### config.mk
export PLATFORM = sky130hd
export DESIGN_NAME = serial_mag_cmp_ctrl_flat
export DESIGN_NICKNAME = d
export VERILOG_FILES = /design/src/rtl/serial_mag_cmp_if.sv /design/src/rtl/serial_mag_cmp_ctrl.sv /design/src/flat_wrapper.sv
export SDC_FILE = /design/constraint.sdc
export NUM_CORES = 1
export LEC_CHECK = 0
export BUFFER_PORTS_ARGS = -buffer_cell sky130_fd_sc_hd__buf_2
export CAP_MARGIN = 20
export CORE_ASPECT_RATIO = 1.2
export CORE_MARGIN = 3
export CORE_UTILIZATION = 50
export CTS_BUF_LIST = sky130_fd_sc_hd__clkbuf_4
export DETAILED_ROUTE_END_ITERATION = 12
export PLACE_DENSITY = 0.74
export SKIP_CTS_REPAIR_TIMING = 1
export SYNTH_ARGS = -nofsm -noshare
export SYNTH_HDL_FRONTEND = slang
export SYNTH_SLANG_ARGS = --single-unit
### constraint.sdc
create_clock -name clk -period 7.1 [get_ports clk]
set_input_delay 1.065 -clock clk [delete_from_list [all_inputs] [get_ports clk]]
set_output_delay 1.065 -clock clk [all_outputs]
set_load 0.03 [all_outputs]
### src/rtl/serial_mag_cmp_if.sv
// Bundle of request/result signals for the serial magnitude comparator.
// start is a request that is accepted only while the block is idle. A start
// seen during busy or done is dropped, never queued. done is a one-cycle pulse,
// and eq/gt/lt/slices stay valid from that pulse until the next accepted start.
interface serial_mag_cmp_if #(
  parameter int WIDTH = 8
);
  localparam int NSLICE = WIDTH / 2;
  localparam int CW     = $clog2(NSLICE) + 1;

  logic             start;
  logic [WIDTH-1:0] a;
  logic [WIDTH-1:0] b;
  logic             busy;
  logic             done;
  logic             eq;
  logic             gt;
  logic             lt;
  logic [CW-1:0]    slices;

  modport master (
    output start, a, b,
    input  busy, done, eq, gt, lt, slices
  );

  modport slave (
    input  start, a, b,
    output busy, done, eq, gt, lt, slices
  );
endinterface

### src/rtl/serial_mag_cmp_ctrl.sv
// Unsigned magnitude comparator that scans captured operands MSB-first,
// one 2-bit slice per cycle, and stops at the first unequal slice.
module serial_mag_cmp_ctrl #(
  parameter int WIDTH = 8
) (
  input  logic               clk,
  input  logic               rst_n,
  serial_mag_cmp_if.slave    bus,
  output logic [1:0]         state_dbg
);
  localparam int NSLICE = WIDTH / 2;
  localparam int CW     = $clog2(NSLICE) + 1;
  localparam int IW     = (NSLICE > 1) ? $clog2(NSLICE) : 1;

  typedef enum logic [1:0] {
    IDLE = 2'd0,
    SCAN = 2'd1,
    DONE = 2'd2
  } state_t;

  state_t           state;
  state_t           state_nxt;
  logic [WIDTH-1:0] a_r;
  logic [WIDTH-1:0] b_r;
  logic [IW-1:0]    idx;
  logic [CW-1:0]    cnt;
  logic             eq_r;
  logic             gt_r;
  logic             lt_r;
  logic [CW-1:0]    slices_r;
  logic [1:0]       sa;
  logic [1:0]       sb;
  logic             last;

  // The single shared slice datapath: pick slice idx from each operand.
  always_comb begin
    sa   = 2'(a_r >> {idx, 1'b0});
    sb   = 2'(b_r >> {idx, 1'b0});
    last = (idx == '0);
  end

  always_comb begin
    state_nxt = state;
    case (state)
      IDLE: if (bus.start) state_nxt = SCAN;
      SCAN: if ((sa != sb) || last) state_nxt = DONE;
      DONE: state_nxt = IDLE;
      default: state_nxt = IDLE;
    endcase
  end

  always_ff @(posedge clk or negedge rst_n) begin
    if (!rst_n) state <= IDLE;
    else        state <= state_nxt;
  end

  always_ff @(posedge clk or negedge rst_n) begin
    if (!rst_n) begin
      a_r      <= '0;
      b_r      <= '0;
      idx      <= '0;
      cnt      <= '0;
      eq_r     <= 1'b0;
      gt_r     <= 1'b0;
      lt_r     <= 1'b0;
      slices_r <= '0;
    end else begin
      case (state)
        IDLE: begin
          if (bus.start) begin
            a_r      <= bus.a;
            b_r      <= bus.b;
            idx      <= IW'(NSLICE - 1);
            cnt      <= '0;
            eq_r     <= 1'b0;
            gt_r     <= 1'b0;
            lt_r     <= 1'b0;
            slices_r <= '0;
          end
        end
        SCAN: begin
          if (sa > sb) begin
            gt_r     <= 1'b1;
            slices_r <= cnt + CW'(1);
          end else if (sa < sb) begin
            lt_r     <= 1'b1;
            slices_r <= cnt + CW'(1);
          end else if (last) begin
            // Terminal case wins over the decrement so idx never wraps.
            eq_r     <= 1'b1;
            slices_r <= CW'(NSLICE);
          end else begin
            idx <= idx - IW'(1);
            cnt <= cnt + CW'(1);
          end
        end
        default: ;
      endcase
    end
  end

  assign bus.busy   = (state == SCAN);
  assign bus.done   = (state == DONE);
  assign bus.eq     = eq_r;
  assign bus.gt     = gt_r;
  assign bus.lt     = lt_r;
  assign bus.slices = slices_r;
  assign state_dbg  = state;
endmodule

### src/flat_wrapper.sv
// flat-port wrapper written by rule: the top's interface ports become plain ports
module serial_mag_cmp_ctrl_flat 
#(
  parameter int WIDTH = 8
)
  (clk, rst_n, state_dbg, bus_start, bus_a, bus_b, bus_busy, bus_done, bus_eq, bus_gt, bus_lt, bus_slices);
  serial_mag_cmp_if #(.WIDTH(WIDTH)) bus_i ();
  input  logic clk;
  input  logic rst_n;
  output logic [1:0] state_dbg;
  input wire logic [$bits(bus_i.start)-1:0] bus_start;
  input wire logic [$bits(bus_i.a)-1:0] bus_a;
  input wire logic [$bits(bus_i.b)-1:0] bus_b;
  output wire logic [$bits(bus_i.busy)-1:0] bus_busy;
  output wire logic [$bits(bus_i.done)-1:0] bus_done;
  output wire logic [$bits(bus_i.eq)-1:0] bus_eq;
  output wire logic [$bits(bus_i.gt)-1:0] bus_gt;
  output wire logic [$bits(bus_i.lt)-1:0] bus_lt;
  output wire logic [$bits(bus_i.slices)-1:0] bus_slices;
  assign bus_i.start = bus_start;
  assign bus_i.a = bus_a;
  assign bus_i.b = bus_b;
  assign bus_busy = bus_i.busy;
  assign bus_done = bus_i.done;
  assign bus_eq = bus_i.eq;
  assign bus_gt = bus_i.gt;
  assign bus_lt = bus_i.lt;
  assign bus_slices = bus_i.slices;
  serial_mag_cmp_ctrl #(.WIDTH(WIDTH)) u_core (.clk(clk), .rst_n(rst_n), .bus(bus_i), .state_dbg(state_dbg));
endmodule
==> parameters.txt <==
Parameter                              Value

Synthesis
  Number of synthesized flops with an enable pin ... 0
  Avg Synthesized Cell Area ... 12.7 um2
  Portion of the post-synthesis area used by sequential elements ... 0.521
  Commonest cells post-synth ... sky130_fd_sc_hd__dfrtp_1, sky130_fd_sc_hd__mux2_2, sky130_fd_sc_hd__inv_1
  Cell with the most instances after synthesis ... sky130_fd_sc_hd__dfrtp_1
  Count of state elements after synthesis ... 29
  Share of Yosys cell area claimed by the top area cell type ... 0.521
  Area leader, netlist ... sky130_fd_sc_hd__dfrtp_1
  Gate count of the mapped netlist ... 110
  Post-synthesis instance area ... 1390 um2
  Ys async rst share ... 1.00
  Syn. warnings ... 0
  Mapped Nets ... 133
  Cells taking the most area after synthesis ... sky130_fd_sc_hd__dfrtp_1, sky130_fd_sc_hd__mux2_2, sky130_fd_sc_hd__mux4_2
  Dominant register cell in the synthesized netlist ... sky130_fd_sc_hd__dfrtp_1
  Synth unique cells ... 30

Floorplan
  Vertical die dimension ... 63.8 um
  Initial standard-cell utilization of the core ... 0.535
  X dimension of the die ... 54.2 um
  Standard cell core area ... 2600 um2
  Top Ports ... 29
  Number of rows created at floorplan ... 20
  Total Die Area ... 3460 um2

Flow run
  Max-cap violation count ... 0

Route
  Number of routed nets with antenna violations ... 0
  DRC violation count after routing ... 0
  DRC marker count from the first detailed-route iteration ... 29
  Detailed Routing Iterations Pass 1 ... 4
  Wirelength, routed ... 2.61 mm
  Final routed wire length divided by cell count ... 14.7 um
  DR vias ... 942
  Vias per cell ... 5.32

Timing
  Final worst setup slack ... 4.55 ns
  Final setup fails ... 0
  Worst-margin pin slew ... 0.641 ns
  Final Max Tran Viols ... 0
  Final hold violation count ... 0
  Tcrit/Tclk final ... 0.359
  Fin crit period ... 2.55 ns
  Setup Skew ... 0.0168 ns
  Unrepaired setup endpoints after global routing ... false
  Total negative slack for setup checks ... 0 ns
  Max Fclk ... 393 MHz
  Max transition margin ... 0.572

Setup path
  Critical Path Sink Type ... output pin
  Max FO, Critical Path ... 13
  Startpoint class of the critical path ... flop
  Critical path type ... flop to output pin
  Data arrival at the endpoint of the critical path ... 1.48 ns
  Endpoint required time on the critical path ... 6.03 ns

Status
  Run status ... completed

Global route
  Global-route wire length before repair ... 4.34 mm
  Fraction of met1 tracks used by global routing ... 0.233
  Global Route Usage Sum ... 0.182
  Layer carrying the most global-route usage ... met2
  Met3 GRT Util ... 0.0653
  Maximum number of pins on one net before global-route repair ... 30
  Grt ovf ... 0
  GR met2 Demand/Resource ... 0.254
  Number of global-route vias before repair ... 923
  Antenna violations before repair ... 0

Layout
  Ant diodes ... 0
  Layout overhead on the synthesized area ... 15.0%
  Utilization of the core after routing ... 0.615
  Final instance count without filler cells ... 177
  Fraction of final layout cells sized beyond drive strength 1 ... 0.444
  Number of fill cells ... 223
  Layout net count ... 166

Worst hold path
  Type of the most critical hold path ... flop to flop

Clock network
  CTS H-tree lvls ... 2
  Longest Clk Path Bufs ... 2
  Clk Latency, worst-skew pair ... 0.34 ns
  CTS sink count ... 29
  Clock buffer count from CTS ... 5
  Clock root cell ... sky130_fd_sc_hd__clkbuf_4
  TritonCTS clock tree ... done
  Clock transition at the registers of the reported paths ... 0.08 ns

Power
  Static Leak ... 0.777 nW
  Power density over the cells ... 469 nW/um2
  Peak supply drop ... 0.230 mV

Placed design
  Worst setup timing slack at the placement stage ... 4.70 ns
  Number of port buffers ... 28
  Placed cell count ... 169
  Routability congestion estimate ... 0.834
  Half-perimeter wire length of the detailed placement result ... 2.01 mm
[cells by family after synthesis]
family / share of synthesized area
adder cells (fa/ha/maj): 0.0359
XOR/XNOR: 0.00629
AND/OR/NAND/NOR: 0.0907
AO/OA/AOI/OAI: 0.0854
multiplexers: 0.217
buffers and inverters: 0.0431
flip-flops: 0.521
[critical path, cell delays in order (launching register included)]
cell	delay, ns
sky130_fd_sc_hd__dfrtp_1	0.62
sky130_fd_sc_hd__nand2_2	0.17
sky130_fd_sc_hd__inv_2	0.15
sky130_fd_sc_hd__buf_2	0.21
[metrics by stage]
stage / power (mW) / hold WS [ns] / instance area [um2]
final: 0.752 / 0.512 / 1600
after detailed placement: 0.667 / 0.491 / 1550
after CTS: 0.760 / 0.513 / 1600
after floorplan: 0.578 / 0.460 / 1390
after global placement: 0.645 / 0.479 / 1550
after global routing: 0.809 / 0.538 / 1600
[metal layers]
layer | up-vias | routed length, um
met5 | - | 0
met4 | 0 | 90
met3 | 11 | 171
met2 | 33 | 1280
met1 | 444 | 1070
li1 | 454 | -
[sequential cells by signal, indices dropped and copies added (netlist names)]
register	cells
u_core.cnt	3
u_core.bus.slices	3
u_core.b_r	8
u_core.a_r	8
u_core.bus.gt	1
u_core.idx	2
u_core.bus.lt	1
u_core.state_dbg	2
u_core.bus.eq	1
[where the power goes]
part	internal (mW)	switching, mW	leakage (nW)	total (mW)
Clock	0.0357	0.0562	0.0300	0.0919
Combinational	0.164	0.200	0.396	0.364
Sequential	0.237	0.0586	0.352	0.295
[area by class of cell]
| cell class | instances | area (um2) | area share |
|---|---|---|---|
| flip-flops and latches | 29 | 726 | 0.453 |
| well taps | 33 | 41.3 | 0.0258 |
| clock inverters | 3 | 12.5 | 0.00781 |
| clock buffers | 5 | 37.5 | 0.0234 |
| multi-input cells | 69 | 607 | 0.379 |
| repair buffers | 28 | 140 | 0.0875 |
| inverters | 10 | 37.5 | 0.0234 |
[path summary, 6_finish.rpt]
check / from / to / slack (ns) / cells after the start
worst max-delay path: u_core.state_dbg[0] / bus_busy / 4.55 / 3
max in group asynchronous: rst_n / u_core.a_r[0] / 5.93 / 1
worst max register to register: u_core.idx[0] / u_core.bus.slices[2] / 4.67 / 6
min in group asynchronous: rst_n / u_core.a_r[7] / 0.74 / 1
worst min register to register: u_core.cnt[1] / u_core.cnt[1] / 0.51 / 1
worst min-delay path: u_core.cnt[1] / u_core.cnt[1] / 0.51 / 1
[layout by cell type (no fill, tap or decap), drive strengths merged]
| cell type | n |
|---|---|
| a21o | 2 |
| a21oi | 4 |
| a22oi | 1 |
| a311oi | 1 |
| a31oi | 1 |
| and3 | 1 |
| buf | 28 |
| clkbuf | 5 |
| clkinv | 3 |
| dfrtp | 29 |
| ha | 4 |
| inv | 10 |
| mux2 | 18 |
| mux2i | 1 |
| mux4 | 4 |
| nand2 | 9 |
| nand2b | 4 |
| nand3 | 3 |
| nor2 | 6 |
| nor2b | 1 |
| o21ai | 5 |
| o2bb2ai | 1 |
| o311ai | 1 |
| o32ai | 1 |
| xnor2 | 1 |
Power figures use the tool's default switching activity.
